==> src/rtl/mmio_result_port.sv <==
// ---------------------------------------------------------------------------
// mmio_result_port
//
// Memory-mapped result device that snoops CPU writes on the data bus.
//   - A write to INT_ADDR latches a 16-bit integer result (sticky valid).
//   - A write to STR_ADDR starts walking the null-terminated string that
//     begins at the written byte address. The walk uses a dedicated read port
//     into the 16-bit RAM. Each word read yields one ASCII byte (low byte),
//     which is emitted on a valid/ready character stream.
//
// Optional feature macro: STR_FIFO_EN
//   - Undefined (default): a single-character FSM (IDLE/RD/WAIT/EMIT).
//   - Defined: a FIFO_DEPTH-entry character FIFO decouples the read engine
//     from the stream, allowing one character per cycle.
//
// Ports:
//   clk           system clock
//   reset         asynchronous active-high reset
//   i_mem_addr    CPU bus byte address (snooped)
//   i_mem_wr      CPU write strobe (snooped)
//   i_mem_wrdata  CPU write data (snooped)
//   o_str_addr    byte address for string read port (RAM uses [15:1])
//   o_str_rd      string read enable; data returns one cycle later
//   i_str_rddata  string read data
//   o_int_valid   sticky: an integer has been written
//   o_int_data    last integer written
//   o_char_valid  character stream valid
//   o_char_data   character byte
//   i_char_ready  downstream accepts character
//   o_busy        string walk in progress
//   o_str_done    one-cycle pulse when the terminator is read
//   o_err         sticky errors: [0] no terminator within MAX_LEN,
//                 [1] trigger while busy
// ---------------------------------------------------------------------------
module mmio_result_port #(
   parameter logic [15:0] INT_ADDR   = 16'h1000,
   parameter logic [15:0] STR_ADDR   = 16'h1002,
   parameter int          MAX_LEN    = 512,
   parameter int          FIFO_DEPTH = 4
) (
   input  logic        clk,
   input  logic        reset,
   input  logic [15:0] i_mem_addr,
   input  logic        i_mem_wr,
   input  logic [15:0] i_mem_wrdata,
   output logic [15:0] o_str_addr,
   output logic        o_str_rd,
   input  logic [15:0] i_str_rddata,
   output logic        o_int_valid,
   output logic [15:0] o_int_data,
   output logic        o_char_valid,
   output logic [7:0]  o_char_data,
   input  logic        i_char_ready,
   output logic        o_busy,
   output logic        o_str_done,
   output logic [1:0]  o_err
);

   localparam int LEN_W = $clog2(MAX_LEN + 1);

   logic w_intWrite;
   logic w_strTrig;

   assign w_intWrite = i_mem_wr && (i_mem_addr == INT_ADDR);
   assign w_strTrig  = i_mem_wr && (i_mem_addr == STR_ADDR);

   // Integer result register: captured on any write to INT_ADDR regardless
   // of what the string engine is doing; valid stays set until reset.
   always_ff @(posedge clk or posedge reset) begin
      if (reset) begin
         o_int_valid <= 1'b0;
         o_int_data  <= 16'h0000;
      end else if (w_intWrite) begin
         o_int_valid <= 1'b1;
         o_int_data  <= i_mem_wrdata;
      end
   end

`ifndef STR_FIFO_EN

   typedef enum logic [1:0] {IDLE, RD, WAIT, EMIT} stateType;

   stateType         r_state;
   stateType         w_nextState;
   logic [15:0]      r_ptr;
   logic [LEN_W-1:0] r_len;
   logic [7:0]       r_charData;
   logic [1:0]       r_err;
   logic             w_strDone;
   logic             w_wordZero;
   logic             w_lenFull;

   assign w_wordZero = (i_str_rddata == 16'h0000);
   assign w_lenFull  = (r_len == LEN_W'(MAX_LEN));

   // State register for the single-character walk engine.
   always_ff @(posedge clk or posedge reset) begin
      if (reset) begin
         r_state <= IDLE;
      end else begin
         r_state <= w_nextState;
      end
   end

   // Next-state logic. The terminator is recognised while in WAIT, so the
   // done pulse is asserted in that same cycle; a trigger landing on that
   // edge still sees a non-IDLE state and is treated as a busy trigger.
   always_comb begin
      w_nextState = r_state;
      w_strDone   = 1'b0;
      case (r_state)
         IDLE: begin
            if (w_strTrig) w_nextState = RD;
         end
         RD: begin
            w_nextState = WAIT;
         end
         WAIT: begin
            if (w_wordZero) begin
               w_strDone   = 1'b1;
               w_nextState = IDLE;
            end else if (w_lenFull) begin
               w_nextState = IDLE;
            end else begin
               w_nextState = EMIT;
            end
         end
         EMIT: begin
            if (i_char_ready) w_nextState = RD;
         end
         default: w_nextState = IDLE;
      endcase
   end

   // Walk datapath: pointer, length and the registered character. The length
   // only increments on a handshake, which cannot happen once it has reached
   // MAX_LEN, so it never wraps.
   always_ff @(posedge clk or posedge reset) begin
      if (reset) begin
         r_ptr      <= 16'h0000;
         r_len      <= '0;
         r_charData <= 8'h00;
         r_err      <= 2'b00;
      end else begin
         if (w_strTrig && (r_state != IDLE)) r_err[1] <= 1'b1;
         case (r_state)
            IDLE: begin
               if (w_strTrig) begin
                  r_ptr <= i_mem_wrdata;
                  r_len <= '0;
               end
            end
            WAIT: begin
               if (!w_wordZero) begin
                  if (w_lenFull) r_err[0] <= 1'b1;
                  else           r_charData <= i_str_rddata[7:0];
               end
            end
            EMIT: begin
               if (i_char_ready) begin
                  r_ptr <= r_ptr + 16'd2;
                  r_len <= r_len + 1'b1;
               end
            end
            default: ;
         endcase
      end
   end

   assign o_str_rd     = (r_state == RD);
   assign o_str_addr   = o_str_rd ? r_ptr : 16'h0000;
   assign o_char_valid = (r_state == EMIT);
   assign o_char_data  = r_charData;
   assign o_busy       = (r_state != IDLE);
   assign o_str_done   = w_strDone;
   assign o_err        = r_err;

`else

   localparam int AW = $clog2(FIFO_DEPTH);
   localparam int CW = AW + 1;

   logic [7:0]       r_fifo [FIFO_DEPTH];
   logic [AW-1:0]    r_wrPtr;
   logic [AW-1:0]    r_rdPtr;
   logic [CW-1:0]    r_count;
   logic             r_issuing;
   logic             r_rdPending;
   logic [15:0]      r_ptr;
   logic [LEN_W-1:0] r_len;
   logic [1:0]       r_err;
   logic             w_term;
   logic             w_lenHit;
   logic             w_enq;
   logic             w_deq;
   logic             w_rdIssue;
   logic             w_busy;

   // Returned data is only ever from the active walk: reads are never issued
   // in the cycle the terminator or the length limit is seen, so nothing past
   // the end of the string is ever in flight.
   assign w_term    = r_rdPending && (i_str_rddata == 16'h0000);
   assign w_lenHit  = r_rdPending && (i_str_rddata != 16'h0000)
                      && (r_len == LEN_W'(MAX_LEN));
   assign w_enq     = r_rdPending && (i_str_rddata != 16'h0000) && !w_lenHit;
   assign w_deq     = (r_count != '0) && i_char_ready;
   assign w_rdIssue = r_issuing && !w_term && !w_lenHit
                      && ((int'(r_count) + int'(r_rdPending)) < FIFO_DEPTH);
   assign w_busy    = r_issuing || r_rdPending || (r_count != '0);

   // Read engine and character FIFO. Occupancy plus reads in flight bounds
   // issue so every returned character is guaranteed a free slot.
   always_ff @(posedge clk or posedge reset) begin
      if (reset) begin
         for (int i = 0; i < FIFO_DEPTH; i++) r_fifo[i] <= 8'h00;
         r_wrPtr     <= '0;
         r_rdPtr     <= '0;
         r_count     <= '0;
         r_issuing   <= 1'b0;
         r_rdPending <= 1'b0;
         r_ptr       <= 16'h0000;
         r_len       <= '0;
         r_err       <= 2'b00;
      end else begin
         r_rdPending <= w_rdIssue;
         if (w_strTrig) begin
            if (w_busy) begin
               r_err[1] <= 1'b1;
            end else begin
               r_issuing <= 1'b1;
               r_ptr     <= i_mem_wrdata;
               r_len     <= '0;
            end
         end
         if (w_rdIssue) r_ptr <= r_ptr + 16'd2;
         if (w_term || w_lenHit) r_issuing <= 1'b0;
         if (w_lenHit) r_err[0] <= 1'b1;
         if (w_enq) begin
            r_fifo[r_wrPtr] <= i_str_rddata[7:0];
            r_wrPtr         <= r_wrPtr + 1'b1;
            r_len           <= r_len + 1'b1;
         end
         if (w_deq) r_rdPtr <= r_rdPtr + 1'b1;
         case ({w_enq, w_deq})
            2'b10:   r_count <= r_count + 1'b1;
            2'b01:   r_count <= r_count - 1'b1;
            default: ;
         endcase
      end
   end

   assign o_str_rd     = w_rdIssue;
   assign o_str_addr   = w_rdIssue ? r_ptr : 16'h0000;
   assign o_char_valid = (r_count != '0);
   assign o_char_data  = r_fifo[r_rdPtr];
   assign o_busy       = w_busy;
   assign o_str_done   = w_term;
   assign o_err        = r_err;

`endif

endmodule

==> config.mk <==
export PLATFORM = sky130hd
export DESIGN_NAME = mmio_result_port
export DESIGN_NICKNAME = d
export VERILOG_FILES = /design/src/rtl/mmio_result_port.sv
export SDC_FILE = /design/constraint.sdc
export NUM_CORES = 1
export LEC_CHECK = 0
export ABC_AREA = 1
export CAP_MARGIN = 5
export CORE_MARGIN = 4
export CORE_UTILIZATION = 51
export CTS_CLUSTER_SIZE = 10
export DETAILED_ROUTE_END_ITERATION = 7
export GPL_TIMING_DRIVEN = 0
export PLACE_DENSITY_LB_ADDON = 0.05
export SYNTH_ARGS = -nofsm -noshare
export SYNTH_HDL_FRONTEND = slang
export SYNTH_SLANG_ARGS = --single-unit
==> constraint.sdc <==
create_clock -name clk -period 4.35 [get_ports clk]
set_input_delay 0.87 -clock clk [delete_from_list [all_inputs] [get_ports clk]]
set_output_delay 0.87 -clock clk [all_outputs]
set_load 0.01 [all_outputs]
-- Word-level counts from Yosys, hierarchy flattened
Index checks and enable logic that the tools add are counted.
W data, S select, Z words.
- bitwise gates (word level): 2
- mux-type cells: 14
- reductions and logical operators: 11
- $add $sub $neg: 2
- eq/ne operators: 8
- operators by type and width (kind ; number):
    $mux W16 ; 3
    $eq A16 B13 Y1 const B ; 2
    $pmux W16 S2 ; 1
    $mux W10 ; 2
    $pmux W10 S2 ; 1
    $add A16 B2 Y16 const B ; 1
    $logic_not A16 Y1 ; 1
    $add A10 B1 Y10 const B ; 1
    $eq A10 B10 Y1 const B ; 1
    $reduce_and A3 Y1 ; 3
    $mux W2 ; 4
    $pmux W2 S4 ; 1
    $eq A2 B2 Y1 const B ; 2
    $reduce_bool A2 Y1 ; 2
    $logic_and A1 B1 Y1 ; 3
    $eq A2 B1 Y1 const B ; 1
    $logic_not A2 Y1 ; 1
    $mux W1 ; 2
    $ne A2 B1 Y1 const B ; 1
    $ne A2 B2 Y1 const B ; 1
    $not A1 Y1 ; 2
    $reduce_and A2 Y1 ; 1
- word-level logic and storage cells: 45
- bits in registers: 55

-- Logic depth before layout (Yosys ltp)
- depth after elaboration: 4
- mapped depth: 10
- gate-level depth less buffers: 10

-- Least setup slack after synthesis
No wires, ideal clock.
- path type: input port to output port
- start point: in i_str_rddata[2]
- end point: out o_str_done
- setup slack: 2.117 ns
- data required time: 3.480 ns
- data arrival time: 1.363 ns
- buffers on the path: 0
- stages on the path: 5
- cell sequence: nor2_1 > nand3_1 > nor2_1 > nand2_1 > nor2_1
- longest elaborated chain between the ends: 3
- ends and longest elaborated chain (what ; RTL line ; source):
    start: declaration ; 48 ; input logic [15:0] i_str_rddata,
    $logic_not A16 Y1 ; 93 ; assign w_wordZero = (i_str_rddata == 16'h0000);
    $mux W1 ; 119 ; if (w_wordZero) begin
    $mux W1 ; 111 ; case (r_state)
    end: declaration ; 55 ; output logic o_str_done,
Every way passes these cells.

-- Worst setup path after layout
- start point: reg r_state[1]
- end point: out o_str_addr[11]
- longest elaborated chain between the ends: 2
- ends and longest elaborated chain (what ; RTL line ; source):
    start: declaration ; 83 ; stateType r_state;
    start signal: assignment ; 101 ; r_state <= w_nextState;
    $eq A2 B1 Y1 ; 170 ; assign o_str_rd = (r_state == RD);
    $mux W16 ; 171 ; assign o_str_addr = o_str_rd ? r_ptr : 16'h0000;
    end: declaration ; 46 ; output logic [15:0] o_str_addr,
Every way passes these cells.

==> out/summary.txt <==
status: finished, final reports clean
Initial Utilization: 0.521
cell row count: 29
PortBufs: 98
Vias/cell: 4.89
crit share post-route: 0.757
Worst Setup Path Type: reg -> out
HPWL after DPL: 6400 µm
Relative slew margins: 0.683
CTS max path bufs: 2
slowest stage delay, CP: 0.54 ns
Tmin final: 3.29 ns
Total Power: 2.14 mW
die area: 7800 µm²
# diodes: 0
grt ovf: 0
pre-CTS WS: 1.12 ns
Via Count: 3,115
largest net degree at the start of global routing: 40
H-Tree Level Count: 2
CP cell instances: inv_1 > ha_1 > clkbuf_1 > clkbuf_1 > nand2_1 > inv_1 > clkdlybuf4s50_1
Cell variety after synth: 32
Synth area leaders: dfrtp_1 (42%), nand2_1 (16%), inv_1 (7.3%)
Worst-Margin Slew: 0.476 ns
Final setup viols: 0
first-pass GRT wire length: 13,400 µm
Peak VDD IR: 0.000267 V
highest-count cells in the layout ignoring fill and taps: nand2_1 (144), clkdlybuf4s50_1 (98), inv_1 (63), dfrtp_1 (55), nor2_1 (44)
share of layout cells above drive strength 1: 0.107
switch share: 0.423
type of element launching the critical path: register
drt total wl: 8120 µm
top cell type's share of synthesized area: 0.418
Fin Setup TNS: 0 ns
unrepaired setup endpoints after global routing: no
EDFF count, synth: 0
DR pass1 iterations: 4
Global Route Usage Sum: 0.216
clock root buffer: clkbuf_8
WL per Instance: 12.7 µm
worst setup margin: 1.06 ns
Skew-Pair Late Insertion Delay: 0.32 ns
P_leak: 2.17 nW
Reg clk slew, reported paths: 0.11 ns
Flop pwr share: 0.361
I/O Pins: 99
post-CTS setup buffers: 0
Post-CTS Hold Buffers: 0
CTS tree: yes
Critical Path Fanout Max: 10
Syn Nets: 512
max-slew violation count: 0
syn avg cell area: 7.26 µm²
Synth-to-Final Area Change: 36.1%
Layout fillers: 527
clk_skew: 0.00758 ns
fmax: 0.304 GHz
CP Capture Type: output port
CTS Buf Count: 5
Switching Power: 0.904 mW
initial antenna violation count: 0
clock share of power: 0.139
die extent in y: 88.3 µm
Cell Int Power: 1.23 mW
Max Cap Viol: 0
Warnings, synthesis: 0
Yosys top cell by area: dfrtp_1
Synth Flop Type: dfrtp_1
Worst Path Required: 3.48 ns
Detailed Route Iter0 Violations: 148
GPL Wtd Cong: 0.845
ANT nets after route: 0
Worst EP arrival: 2.42 ns
# clock sinks: 55
sequential fraction of the synthesis area: 0.418
Die Wd: 88.3 µm
Netlist Area Pre-Place: 3290 µm²
Fin. Hold Viols: 0
vias in the first global route: 2,998
Async SR Flop Fraction: 1.00
DRC: 0
Post-Syn Instances: 453
worst hold path type: reg -> reg
total core area: 6310 µm²
PwrDens: 477 nW/µm²
quantity of gates resized following cts: 0
part of the power in combinational logic: 0.500
Seq cells post-synth: 55
Post-layout nets: 618
most common library cell in the layout ignoring fill and taps: nand2_1
CP max stage cell: clkdlybuf4s50_1
[cell families after synthesis]
| logic type | Yosys count | synth area share |
|---|---|---|
| AO/OA/AOI/OAI | 58 | 0.105 |
| XOR/XNOR | 6 | 0.0160 |
| adder cells (fa/ha/maj) | 7 | 0.0266 |
| buffers and inverters | 79 | 0.101 |
| flip-flops | 55 | 0.418 |
| AND/OR/NAND/NOR | 248 | 0.334 |
[layout make-up]
class / instances / area, µm² / area share
plain buffers: 12 / 80.1 / 0.0179
clock buffers: 5 / 68.8 / 0.0154
clock inverters: 3 / 22.5 / 0.00503
inverters: 67 / 251 / 0.0561
multi-input cells: 319 / 1580 / 0.353
flip-flops and latches: 55 / 1380 / 0.307
well taps: 77 / 96.3 / 0.0215
repair buffers: 99 / 1000 / 0.223
[flip-flops by register name, summed over array words and instances (netlist names)]
name,count
r_state,2
o_int_valid,1
o_int_data,16
r_ptr,16
r_len,10
o_char_data,8
o_err,2
[path summary, 6_finish.rpt]
| path | from | end | slack (ns) | depth (start not counted) |
|---|---|---|---|---|
| min reg2reg | o_int_valid$_DFFE_PP0P_ | o_int_valid$_DFFE_PP0P_ | 0.48 | 2 |
| min | o_int_valid$_DFFE_PP0P_ | o_int_valid$_DFFE_PP0P_ | 0.48 | 2 |
| max reg2reg | r_state[0]$_DFFE_PP0P_ | r_len[3]$_DFFE_PP0P_ | 2.63 | 8 |
| max in group asynchronous | reset | o_int_data[4]$_DFFE_PP0P_ | 2.98 | 3 |
| min in group asynchronous | reset | r_ptr[15]$_DFFE_PP0P_ | 0.84 | 2 |
| max | r_state[1]$_DFFE_PP0P_ | o_str_addr[11] | 1.06 | 7 |
[synthesized netlist by cell type (2+ instances only)]
cell      number
nand2_4        2
a31oi_1        2
xor2_1         3
inv_2          3
o21ai_2       10
or2_2          3
nor2_2         6
o21ai_0        7
nand2_2       12
nor2_1        44
nand3_2        3
buf_6          4
nand2_1      144
a21oi_1        4
nand4_1        8
nand3b_1       2
ha_1           7
nand3_1       19
xnor2_1        3
o21ai_1       29
buf_2          4
o21bai_1       4
dfrtp_1       55
clkbuf_1       4
inv_1         64
[per-layer routing]
metal,part of all wire,vias up,global-route usage
met5,0,-,0
met4,0.0091,0,0.0495
met3,0.077,6,0.0410
met2,0.47,87,0.375
met1,0.45,1401,0.280
li1,-,1621,-
[worst max-delay path, delay by kind of cell (launching register included)]
| family | cells | cell delay, ns |
|---|---|---|
| fa+ha+maj | 1 | 0.16 |
| flops | 1 | 0.42 |
| buf+inv | 5 | 1.42 |
| simple gates | 1 | 0.10 |
[power groups by stage]
stage / Combinational (mW) / Sequential [mW] / Clock (mW)
after CTS: 1.08 / 0.771 / 0.305
after detailed placement: 1.08 / 0.781 / 0
after floorplan: 0.666 / 0.764 / 0
final: 1.07 / 0.772 / 0.297
after global routing: 1.20 / 0.794 / 0.324
after global placement: 1.05 / 0.775 / 0
[per-stage QoR]
| stage | cell area, µm² | instances | hold WS [ns] | util |
|---|---|---|---|---|
| 3_3_place_gp | 4370 | 628 | 0.447 | 0.692 |
| 2_1_floorplan | 3290 | 453 | 0.449 | - |
| 6_report | 4480 | 637 | 0.477 | 0.709 |
| 4_1_cts | 4480 | 637 | 0.483 | 0.709 |
| 3_5_place_dp | 4390 | 629 | 0.455 | 0.695 |
| 5_1_grt | 4480 | 637 | 0.497 | 0.709 |
Note: power is estimated with default switching activity, not from simulation.
